$ cat config.mk
export PLATFORM = sky130hd
export DESIGN_NAME = msi_cache_block_flat
export DESIGN_NICKNAME = d
export VERILOG_FILES = /design/src/rtl/msi_cache_block_if.sv /design/src/rtl/msi_cache_block.sv /design/src/flat_wrapper.sv
export SDC_FILE = /design/constraint.sdc
export NUM_CORES = 1
export LEC_CHECK = 0
export CAP_MARGIN = 20
export CORE_MARGIN = 2
export CORE_UTILIZATION = 50
export CTS_CLUSTER_SIZE = 20
export DETAILED_ROUTE_END_ITERATION = 8
export GPL_TIMING_DRIVEN = 0
export PLACE_DENSITY_LB_ADDON = 0.05
export SYNTH_ARGS = -nofsm -noshare
export SYNTH_HDL_FRONTEND = slang
export SYNTH_SLANG_ARGS = --single-unit
$ cat constraint.sdc
create_clock -name clock -period 3.14 [get_ports clock]
set_clock_uncertainty 0.2 [all_clocks]
set_input_delay 0.471 -clock clock [delete_from_list [all_inputs] [get_ports clock]]
set_output_delay 0.471 -clock clock [all_outputs]
set_load 0.05 [all_outputs]
$ cat src/rtl/msi_cache_block_if.sv
// CPU request port, fill reply and snooping-bus signals of one MSI cache block.
// The slave modport is the cache's view; the master modport is whoever drives it.
interface msi_cache_block_if;
    logic       cpu_valid;
    logic       cpu_write;
    logic [2:0] cpu_address;
    logic [3:0] cpu_data;
    logic       ready;
    logic       done;
    logic [3:0] data_out;
    logic       fill_valid;
    logic [3:0] fill_data;
    logic       snoop_valid;
    logic [1:0] snoop_op;
    logic [2:0] snoop_address;
    logic       bus_read_miss;
    logic       bus_write_miss;
    logic       bus_invalidate;
    logic       bus_write_back;
    logic [2:0] bus_address;
    logic [3:0] bus_data;
    logic [1:0] line_state;
    logic [2:0] line_address;
    logic [3:0] line_data;

    modport slave (
        input  cpu_valid, cpu_write, cpu_address, cpu_data,
        input  fill_valid, fill_data,
        input  snoop_valid, snoop_op, snoop_address,
        output ready, done, data_out,
        output bus_read_miss, bus_write_miss, bus_invalidate, bus_write_back,
        output bus_address, bus_data,
        output line_state, line_address, line_data
    );

    modport master (
        output cpu_valid, cpu_write, cpu_address, cpu_data,
        output fill_valid, fill_data,
        output snoop_valid, snoop_op, snoop_address,
        input  ready, done, data_out,
        input  bus_read_miss, bus_write_miss, bus_invalidate, bus_write_back,
        input  bus_address, bus_data,
        input  line_state, line_address, line_data
    );
endinterface

$ cat src/rtl/msi_cache_block.sv
// Single-line direct-mapped cache block with MSI snooping: line storage, CPU-side
// controller and bus-side snoop handling in one synchronous block.
module msi_cache_block (
    input  logic                     clock,
    input  logic                     reset,
    msi_cache_block_if.slave         bus
);
    localparam logic [1:0] LINE_I = 2'b00;
    localparam logic [1:0] LINE_S = 2'b01;
    localparam logic [1:0] LINE_M = 2'b10;

    localparam logic [1:0] SNOOP_RM  = 2'b01;
    localparam logic [1:0] SNOOP_WM  = 2'b10;
    localparam logic [1:0] SNOOP_INV = 2'b11;

    typedef enum logic {ST_IDLE, ST_WAIT_FILL} ctrl_state_t;
    typedef enum logic [1:0] {MSG_NONE, MSG_RM, MSG_WM, MSG_INV} msg_t;

    ctrl_state_t r_state;
    logic [1:0]  r_line_state;
    logic [2:0]  r_line_addr;
    logic [3:0]  r_line_data;
    logic        r_req_write;
    logic [2:0]  r_req_addr;
    logic [3:0]  r_req_data;
    logic        r_pend_valid;
    msg_t        r_pend_op;
    logic [2:0]  r_pend_addr;
    logic        r_done;
    logic [3:0]  r_data_out;
    logic        r_bus_rm;
    logic        r_bus_wm;
    logic        r_bus_inv;
    logic        r_bus_wb;
    logic [2:0]  r_bus_addr;
    logic [3:0]  r_bus_data;

    logic        w_ready;
    logic        w_line_valid;
    logic        w_hit;
    logic        w_accept;
    logic        w_snoop_match;
    logic        w_snoop_wb;
    logic        w_evict_wb;
    logic        w_wb_now;
    logic        w_fill;
    msg_t        w_new_msg;
    logic [2:0]  w_new_addr;
    msg_t        w_send_op;
    logic [2:0]  w_send_addr;

    // The encoding 2'b11 is never produced but is treated as invalid if it appears.
    assign w_line_valid  = (r_line_state == LINE_S) || (r_line_state == LINE_M);
    assign w_ready       = (r_state == ST_IDLE) && !bus.snoop_valid;
    assign w_accept      = bus.cpu_valid && w_ready;
    assign w_hit         = w_line_valid && (r_line_addr == bus.cpu_address);
    assign w_snoop_match = bus.snoop_valid && w_line_valid && (bus.snoop_address == r_line_addr);
    assign w_snoop_wb    = w_snoop_match && (r_line_state == LINE_M) &&
                           ((bus.snoop_op == SNOOP_RM) || (bus.snoop_op == SNOOP_WM));
    assign w_evict_wb    = w_accept && !w_hit && (r_line_state == LINE_M);
    assign w_wb_now      = w_snoop_wb || w_evict_wb;
    // A reply cannot precede the miss message it answers, so hold off while one is queued.
    assign w_fill        = (r_state == ST_WAIT_FILL) && bus.fill_valid && !r_pend_valid;

    always_comb begin
        w_new_msg  = MSG_NONE;
        w_new_addr = bus.cpu_address;
        if (w_accept) begin
            if (w_hit) begin
                if (bus.cpu_write && (r_line_state == LINE_S)) begin
                    w_new_msg  = MSG_INV;
                    w_new_addr = r_line_addr;
                end
            end else begin
                w_new_msg = bus.cpu_write ? MSG_WM : MSG_RM;
            end
        end
    end

    assign w_send_op   = r_pend_valid ? r_pend_op   : w_new_msg;
    assign w_send_addr = r_pend_valid ? r_pend_addr : w_new_addr;

    // Snoop updates are applied first so that a fill in the same cycle overrides them.
    always_ff @(posedge clock) begin
        if (reset) begin
            r_state      <= ST_IDLE;
            r_line_state <= LINE_I;
            r_line_addr  <= 3'b000;
            r_line_data  <= 4'h0;
            r_req_write  <= 1'b0;
            r_req_addr   <= 3'b000;
            r_req_data   <= 4'h0;
            r_pend_valid <= 1'b0;
            r_pend_op    <= MSG_NONE;
            r_pend_addr  <= 3'b000;
            r_done       <= 1'b0;
            r_data_out   <= 4'h0;
            r_bus_rm     <= 1'b0;
            r_bus_wm     <= 1'b0;
            r_bus_inv    <= 1'b0;
            r_bus_wb     <= 1'b0;
            r_bus_addr   <= 3'b000;
            r_bus_data   <= 4'h0;
        end else begin
            r_done     <= 1'b0;
            r_bus_rm   <= 1'b0;
            r_bus_wm   <= 1'b0;
            r_bus_inv  <= 1'b0;
            r_bus_wb   <= 1'b0;
            r_bus_addr <= 3'b000;
            r_bus_data <= 4'h0;

            if (w_snoop_match) begin
                case (bus.snoop_op)
                    SNOOP_RM:  if (r_line_state == LINE_M) r_line_state <= LINE_S;
                    SNOOP_WM:  r_line_state <= LINE_I;
                    SNOOP_INV: r_line_state <= LINE_I;
                    default:   ;
                endcase
            end

            // Write-back wins the bus; any other message waits in the one-entry queue.
            if (w_wb_now) begin
                r_bus_wb   <= 1'b1;
                r_bus_addr <= r_line_addr;
                r_bus_data <= r_line_data;
                if (w_new_msg != MSG_NONE) begin
                    r_pend_valid <= 1'b1;
                    r_pend_op    <= w_new_msg;
                    r_pend_addr  <= w_new_addr;
                end
            end else begin
                r_pend_valid <= 1'b0;
                case (w_send_op)
                    MSG_RM:  begin r_bus_rm  <= 1'b1; r_bus_addr <= w_send_addr; end
                    MSG_WM:  begin r_bus_wm  <= 1'b1; r_bus_addr <= w_send_addr; end
                    MSG_INV: begin r_bus_inv <= 1'b1; r_bus_addr <= w_send_addr; end
                    default: ;
                endcase
            end

            case (r_state)
                ST_IDLE: begin
                    if (w_accept) begin
                        if (w_hit) begin
                            r_done <= 1'b1;
                            if (bus.cpu_write) begin
                                r_line_data  <= bus.cpu_data;
                                r_line_state <= LINE_M;
                                r_data_out   <= bus.cpu_data;
                            end else begin
                                r_data_out <= r_line_data;
                            end
                        end else begin
                            r_req_write <= bus.cpu_write;
                            r_req_addr  <= bus.cpu_address;
                            r_req_data  <= bus.cpu_data;
                            r_state     <= ST_WAIT_FILL;
                        end
                    end
                end
                ST_WAIT_FILL: begin
                    if (w_fill) begin
                        r_line_addr <= r_req_addr;
                        r_done      <= 1'b1;
                        r_state     <= ST_IDLE;
                        if (r_req_write) begin
                            r_line_data  <= r_req_data;
                            r_line_state <= LINE_M;
                            r_data_out   <= r_req_data;
                        end else begin
                            r_line_data  <= bus.fill_data;
                            r_line_state <= LINE_S;
                            r_data_out   <= bus.fill_data;
                        end
                    end
                end
                default: r_state <= ST_IDLE;
            endcase
        end
    end

    assign bus.ready          = w_ready;
    assign bus.done           = r_done;
    assign bus.data_out       = r_data_out;
    assign bus.bus_read_miss  = r_bus_rm;
    assign bus.bus_write_miss = r_bus_wm;
    assign bus.bus_invalidate = r_bus_inv;
    assign bus.bus_write_back = r_bus_wb;
    assign bus.bus_address    = r_bus_addr;
    assign bus.bus_data       = r_bus_data;
    assign bus.line_state     = r_line_state;
    assign bus.line_address   = r_line_addr;
    assign bus.line_data      = r_line_data;
endmodule

$ cat src/flat_wrapper.sv
// flat-port wrapper written by rule: the top's interface ports become plain ports
module msi_cache_block_flat 
  (clock, reset, bus_cpu_valid, bus_cpu_write, bus_cpu_address, bus_cpu_data, bus_fill_valid, bus_fill_data, bus_snoop_valid, bus_snoop_op, bus_snoop_address, bus_ready, bus_done, bus_data_out, bus_bus_read_miss, bus_bus_write_miss, bus_bus_invalidate, bus_bus_write_back, bus_bus_address, bus_bus_data, bus_line_state, bus_line_address, bus_line_data);
  msi_cache_block_if bus_i ();
  input  logic clock;
  input  logic reset;
  input wire logic [$bits(bus_i.cpu_valid)-1:0] bus_cpu_valid;
  input wire logic [$bits(bus_i.cpu_write)-1:0] bus_cpu_write;
  input wire logic [$bits(bus_i.cpu_address)-1:0] bus_cpu_address;
  input wire logic [$bits(bus_i.cpu_data)-1:0] bus_cpu_data;
  input wire logic [$bits(bus_i.fill_valid)-1:0] bus_fill_valid;
  input wire logic [$bits(bus_i.fill_data)-1:0] bus_fill_data;
  input wire logic [$bits(bus_i.snoop_valid)-1:0] bus_snoop_valid;
  input wire logic [$bits(bus_i.snoop_op)-1:0] bus_snoop_op;
  input wire logic [$bits(bus_i.snoop_address)-1:0] bus_snoop_address;
  output wire logic [$bits(bus_i.ready)-1:0] bus_ready;
  output wire logic [$bits(bus_i.done)-1:0] bus_done;
  output wire logic [$bits(bus_i.data_out)-1:0] bus_data_out;
  output wire logic [$bits(bus_i.bus_read_miss)-1:0] bus_bus_read_miss;
  output wire logic [$bits(bus_i.bus_write_miss)-1:0] bus_bus_write_miss;
  output wire logic [$bits(bus_i.bus_invalidate)-1:0] bus_bus_invalidate;
  output wire logic [$bits(bus_i.bus_write_back)-1:0] bus_bus_write_back;
  output wire logic [$bits(bus_i.bus_address)-1:0] bus_bus_address;
  output wire logic [$bits(bus_i.bus_data)-1:0] bus_bus_data;
  output wire logic [$bits(bus_i.line_state)-1:0] bus_line_state;
  output wire logic [$bits(bus_i.line_address)-1:0] bus_line_address;
  output wire logic [$bits(bus_i.line_data)-1:0] bus_line_data;
  assign bus_i.cpu_valid = bus_cpu_valid;
  assign bus_i.cpu_write = bus_cpu_write;
  assign bus_i.cpu_address = bus_cpu_address;
  assign bus_i.cpu_data = bus_cpu_data;
  assign bus_i.fill_valid = bus_fill_valid;
  assign bus_i.fill_data = bus_fill_data;
  assign bus_i.snoop_valid = bus_snoop_valid;
  assign bus_i.snoop_op = bus_snoop_op;
  assign bus_i.snoop_address = bus_snoop_address;
  assign bus_ready = bus_i.ready;
  assign bus_done = bus_i.done;
  assign bus_data_out = bus_i.data_out;
  assign bus_bus_read_miss = bus_i.bus_read_miss;
  assign bus_bus_write_miss = bus_i.bus_write_miss;
  assign bus_bus_invalidate = bus_i.bus_invalidate;
  assign bus_bus_write_back = bus_i.bus_write_back;
  assign bus_bus_address = bus_i.bus_address;
  assign bus_bus_data = bus_i.bus_data;
  assign bus_line_state = bus_i.line_state;
  assign bus_line_address = bus_i.line_address;
  assign bus_line_data = bus_i.line_data;
  msi_cache_block u_core (.clock(clock), .reset(reset), .bus(bus_i));
endmodule
Word level (Yosys, flattened, before mapping)
Cells that the tools add are included.
{"block": "word_totals", "ff_bits": 36, "in_bits": 22, "out_inout_bits": 26, "elab_cells": 99}
{"block": "op_classes", "n_eq_ne": 14, "muxes": 38, "bitwise": 3, "n_reduce_logical": 27}
{"op": "2-bit two-way mux", "n": 12}
{"op": "4-bit two-way mux", "n": 5}
{"op": "3-bit two-way mux", "n": 6}
{"op": "1-bit logical AND", "n": 12}
{"op": "2-bit == test (second input constant)", "n": 5}
{"op": "1-bit two-way mux", "n": 10}
{"op": "2-bit one-hot mux with 2 select lines", "n": 2}
{"op": "4-bit one-hot mux with 2 select lines", "n": 1}
{"op": "2-bit by 1-bit == test with 1-bit output (second input constant)", "n": 3}
{"op": "3-bit == test", "n": 2}
{"op": "2-bit OR reduction", "n": 3}
{"op": "2-bit by 1-bit != test with 1-bit output (second input constant)", "n": 2}
{"op": "4-bit != test (second input constant)", "n": 1}
{"op": "1-bit one-hot mux with 2 select lines", "n": 2}
{"op": "2-bit AND reduction", "n": 2}
{"op": "4-bit AND reduction", "n": 1}
{"op": "1-bit zero test", "n": 3}
{"op": "1-bit logical OR", "n": 3}
{"op": "1-bit NOT", "n": 3}
{"op": "3-bit AND reduction", "n": 1}
{"op": "3-bit OR reduction", "n": 1}
{"op": "2-bit != test (second input constant)", "n": 1}
{"op": "2-bit nonzero test", "n": 1}

Longest topological paths before layout
{"block": "logic_depth", "depth_word": 10, "ltp_mapped": 7, "mapped_depth_nobuf": 7}

Worst setup path after synthesis
No wires, ideal clock.
{"block": "synth_timing", "path_kind": "reg2reg", "start": "register u_core.r_line_state[0], in the netlist u_core.bus.line_state[0]", "end": "register u_core.r_bus_addr[2], in the netlist u_core.bus.bus_address[2]", "setup_ps": 61, "t_arrival_ps": 2092, "t_required_ps": 2879, "setup_slack_ps": 787, "path_stages_with_launch": 8, "path_buffers": 0, "period_less_slack_ps": 2353, "cell_sequence": "dfxtp_1 > inv_1 > ha_1 > nor2b_1 > and4_4 > o31a_1 > a31oi_2 > a22o_1"}
{"block": "synth_via", "elab_chain_len": 10, "elab_cells_between_ends": 27, "cone_classes": "eq/ne (5); mux (10); reduce/logical (12)"}
{"element": "start, declared", "line": "msi_cache_block.sv:20", "text": "logic [1:0] r_line_state;"}
{"element": "start signal, assigned", "line": "msi_cache_block.sv:87", "text": "r_line_state <= LINE_I;"}
{"element": "start signal, assigned", "line": "msi_cache_block.sv:115", "text": "SNOOP_RM: if (r_line_state == LINE_M) r_line_state <= LINE_S;"}
{"element": "start signal, assigned", "line": "msi_cache_block.sv:116", "text": "SNOOP_WM: r_line_state <= LINE_I;"}
{"element": "2-bit by 1-bit == test with 1-bit output / 2-bit == test (equally long branches)"}
{"element": "1-bit logical AND / 1-bit logical OR (equally long branches)", "line": "msi_cache_block.sv:70, msi_cache_block.sv:53"}
{"element": "2-bit two-way mux / 1-bit logical AND (equally long branches)", "line": "msi_cache_block.sv:70, msi_cache_block.sv:56"}
{"element": "2-bit two-way mux", "line": "msi_cache_block.sv:69", "text": "if (w_hit) begin"}
{"element": "2-bit two-way mux", "line": "msi_cache_block.sv:68", "text": "if (w_accept) begin"}
{"element": "2-bit two-way mux", "line": "msi_cache_block.sv:80", "text": "assign w_send_op = r_pend_valid ? r_pend_op : w_new_msg;"}
{"element": "2-bit by 1-bit == test with 1-bit output / 2-bit == test (equally long branches)", "line": "msi_cache_block.sv:134", "text": "case (w_send_op)"}
{"element": "3-bit OR reduction (no source line)"}
{"element": "3-bit two-way mux", "line": "msi_cache_block.sv:134"}
{"element": "3-bit two-way mux (*)", "line": "msi_cache_block.sv:123", "text": "if (w_wb_now) begin"}
{"element": "end signal, assigned", "line": "msi_cache_block.sv:125", "text": "r_bus_addr <= r_line_addr;"}
{"element": "end, declared", "line": "msi_cache_block.sv:35", "text": "logic [2:0] r_bus_addr;"}
Every way passes the cells marked *; elsewhere a longest branch is shown, timed or not.
A chain may end at the register's enable or synchronous reset.

Worst setup path after layout
{"block": "layout_timing", "start": "input bus_snoop_valid", "end": "output bus_ready"}
{"block": "layout_via", "elab_chain_len": 2}
{"element": "start, declared", "line": "flat_wrapper.sv:13", "text": "input wire logic [$bits(bus_i.snoop_valid)-1:0] bus_snoop_valid;"}
{"element": "1-bit zero test", "line": "msi_cache_block.sv:54", "text": "assign w_ready = (r_state == ST_IDLE) && !bus.snoop_valid;"}
{"element": "1-bit logical AND", "line": "msi_cache_block.sv:54"}
{"element": "end, declared", "line": "flat_wrapper.sv:16", "text": "output wire logic [$bits(bus_i.ready)-1:0] bus_ready;"}
Every way passes these cells.

==> summary.txt <==
Logic synthesis
  • Share of the synthesized area in the top cell type: 41.2%
  • Commonest cells in the synthesized netlist: sky130_fd_sc_hd__dfxtp_1, sky130_fd_sc_hd__nand2_1, sky130_fd_sc_hd__a21oi_1, sky130_fd_sc_hd__nor2_1, sky130_fd_sc_hd__mux2i_1
  • Warnings, synthesis: 0
  • Netlist area before placement: about 1700 µm²
  • Gate Count Post-Synth: 187
  • Dominant cell by count in the synthesized netlist: sky130_fd_sc_hd__dfxtp_1
  • Async set-or-reset flop fraction in the synthesized netlist: 0%
  • Distinct cells, synth: 46
  • Number of synthesized flops with an enable pin: 0
  • Per-instance average area after synthesis: 9.35 µm²
  • Sequential area share after synthesis: 41.2%
  • Synth Register Bits: 36
  • Synth area leaders: sky130_fd_sc_hd__dfxtp_1, sky130_fd_sc_hd__mux2i_1, sky130_fd_sc_hd__nand2_1
  • Post-synthesis cell type with the largest combined area: sky130_fd_sc_hd__dfxtp_1
  • Synth Flop Type: sky130_fd_sc_hd__dfxtp_1
  • Nets in the synthesized netlist: between 200 and 250

Pwr
  • Leakage power: 0.000866 µW
  • Power share of the combinational group: 19.1%
  • Net switching power: between 200 and 300 µW
  • Cell Int Power: 654 µW
  • Clock power frac: between 20% and 30%
  • Worst-case vdd ir drop: ~270 µV
  • Switching fraction of total power: between 20% and 30%
  • Cell Pwr Density: 394 nW/µm²
  • Sequential share of power: 52.2%

Drt
  • Antenna Nets Post-Route: 0
  • Detail-routed net length per standard cell: 14.5 µm
  • Routed via count divided by cell count: 5.35
  • Via count: 1535
  • Number of design rule violations left after detail routing: 0
  • First-pass iteration count of the detailed router: 4
  • Number of violations reported at the end of detailed-routing iteration 0: 83
  • Detailed-route wire length: roughly 4200 µm

CTS
  • Post-CTS setup-driven buffer insertion count: 0
  • Clock tree from TritonCTS: built
  • Number of sinks handled by clock tree synthesis: 36
  • Longest Clk Path Bufs: 2
  • H-tree Lvls: 2
  • Hold buffer count at CTS: 0
  • Clock transition time at the flip-flop clock pins of the worst setup and hold paths: 100 ps
  • Root cell of the clock tree: sky130_fd_sc_hd__clkbuf_4
  • Worst skew pair latency: roughly 350 ps
  • CTS resizes: 0
  • Inserted Clock Buffers: 5

STA
  • Peak clock frequency supported by timing: 0.375 GHz
  • Share of the cycle needed by the critical path after routing: between 80% and 90%
  • Final Critical Period: 2670 ps
  • Count of pins over their slew limit: 0
  • Hold Vio Cnt, Final: 0
  • Final count of negative-setup-slack endpoints: 0
  • Transition time at the pin with the least slew margin: 506 ps
  • Worst-case headroom to the max-slew limit: 66.1%
  • Setup TNS: 0 ps
  • Unrepaired setup endpoints after global routing: no

Worst setup path
  • Classification of the worst setup path: input port to primary output
  • Arrival time of data at the critical path endpoint: around 2000 ps
  • Launching point of the worst reg2reg path: u_core.bus.line_state[0]
  • Element type at the critical path start: input port
  • Startpoint of the worst setup timing path: bus_snoop_valid
  • Endpoint required time on the critical path: 2470 ps
  • Element type at the critical path end: primary output
  • Critical path fanouts, max: 6

Place
  • Hpwl dp: 3150 µm
  • RD Place Congestion: ~0.77
  • Number of buffers inserted by port buffering: 46
  • Number of cells in the design after placement: 279

Run status
  • Outcome: finished clean

Die
  • Initial standard-cell utilization of the core: between 50% and 60%
  • Die area: 3980 µm²
  • Vertical extent of the die: roughly 63 µm
  • Number of top-level design ports: 48
  • Total number of placement rows: 21
  • Core ar.: about 3300 µm²
  • Width of the die: around 63 µm

Run
  • Max-cap viol count: 0

Layout
  • Final standard cell count with taps included and fillers excluded: between 200 and 300
  • Number of nets at the end of the flow: 268
  • Area added between synthesis and finish: 33.0%
  • Layout cell share with drive strength beyond 1: 11.6%
  • Total inserted antenna cells: 0

Global routing
  • Remaining global-route overflow: 0
  • Vias in the first global route: 1521
  • Number of antenna violations at the first check in global routing: 0
  • Maximum number of pins on one net before global-route repair: 11
  • Wire length of the first global-routing pass: 7090 µm
  • Aggregate global-route resource usage: 22.8%

Min path
  • Hold Startpoint: u_core.r_pend_addr[2]
  • Path category of the worst min-delay check: flop to flop
[critical path, stage by stage]
cell	delay (ps)
sky130_fd_sc_hd__clkdlybuf4s50_1	550
sky130_fd_sc_hd__nor2_1	160
sky130_fd_sc_hd__clkdlybuf4s50_1	810
[layout make-up]
cell class | instances | area (µm²)
buffer | 11 | 57.6
clock buffer | 8 | 58.8
fill | 275 | 1010
inverter | 5 | 18.8
multi-input combinational | 135 | 951
sequential | 36 | 721
tap | 46 | 57.6
timing repair buffer | 46 | 460
[cells in the final DEF, fill, tap and decap left out, types with 2 or more instances in the layout]
master,count
sky130_fd_sc_hd__nor3_1,2
sky130_fd_sc_hd__clkbuf_4,5
sky130_fd_sc_hd__clkbuf_1,7
sky130_fd_sc_hd__buf_4,4
sky130_fd_sc_hd__mux2_2,3
sky130_fd_sc_hd__and2_1,7
sky130_fd_sc_hd__ha_1,6
sky130_fd_sc_hd__a21oi_1,18
sky130_fd_sc_hd__xor2_1,3
sky130_fd_sc_hd__inv_1,5
sky130_fd_sc_hd__xnor2_2,3
sky130_fd_sc_hd__a22o_1,3
sky130_fd_sc_hd__nand3b_1,2
sky130_fd_sc_hd__mux2i_1,12
sky130_fd_sc_hd__dfxtp_1,36
sky130_fd_sc_hd__nand3_1,5
sky130_fd_sc_hd__clkdlybuf4s50_1,46
sky130_fd_sc_hd__nor2_1,18
sky130_fd_sc_hd__nor2b_1,2
sky130_fd_sc_hd__nand2_1,25
[through the flow]
step | cell area [µm²] | utilization (%) | hold WS, ps | setup slack, ps | power (µW)
6_report | 2320 | 69.7 | 265 | 473 | 915
5_1_grt | 2320 | 69.7 | 277 | 443 | 960
4_1_cts | 2320 | 69.7 | 263 | 472 | 921
3_5_place_dp | 2270 | 67.9 | 249 | 474 | 663
3_3_place_gp | 2270 | 67.9 | 242 | 484 | 658
2_1_floorplan | 1750 | - | 233 | 787 | 595
[cells by family (layout without fill, tap and decap cells)]
| family | after synthesis | in the layout | synth area share (%) |
|---|---|---|---|
| AO/OA/AOI/OAI | 35 | 35 | 14.5 |
| XOR/XNOR | 6 | 6 | 4.30 |
| adder cells (fa/ha/maj) | 6 | 6 | 4.29 |
| buffers and inverters | 16 | 70 | 4.37 |
| flip-flops | 36 | 36 | 41.2 |
| multiplexers | 16 | 16 | 9.59 |
| AND/OR/NAND/NOR | 72 | 72 | 21.7 |
[power groups by stage]
| stage | Combinational (µW) | Clock (µW) | Sequential (µW) |
|---|---|---|---|
| 2_1_floorplan | 86.9 | 0 | 508 |
| 4_1_cts | 175 | 268 | 478 |
| 3_3_place_gp | 170 | 0 | 487 |
| 6_report | 175 | 262 | 478 |
| 3_5_place_dp | 174 | 0 | 488 |
| 5_1_grt | 188 | 292 | 480 |
[metal layers]
metal	vias to the layer above	GRT usage, %	share of wire [%]
met1	724	28.9	44
met5	-	0	0
met2	45	37.4	48
met4	0	6.94	1.3
met3	6	6.96	6.7
li1	760	-	-
[registers in the layout, summed over array words and instances, names as in the netlist]
register,count
u_core.bus.bus_read_miss,1
u_core.bus.bus_address,3
u_core.bus.done,1
u_core.r_pend_valid,1
u_core.r_req_write,1
u_core.bus.line_state,2
u_core.bus.line_data,4
u_core.bus.bus_write_miss,1
u_core.bus.bus_data,4
u_core.r_req_data,4
u_core.r_req_addr,3
u_core.r_pend_op,2
u_core.bus.bus_invalidate,1
u_core.bus.bus_write_back,1
u_core.bus.line_address,3
u_core.r_state,1
u_core.r_pend_addr,3
[worst paths after layout]
kind / cells after the start / slack, ps / end
setup reg to reg: 7 / 900 / u_core.bus.bus_address[1]
setup / recovery: 3 / 470 / bus_ready
hold / removal: 2 / 270 / u_core.r_pend_addr[2]
hold reg to reg: 2 / 270 / u_core.r_pend_addr[2]
Power figures use the tool's default switching activity.
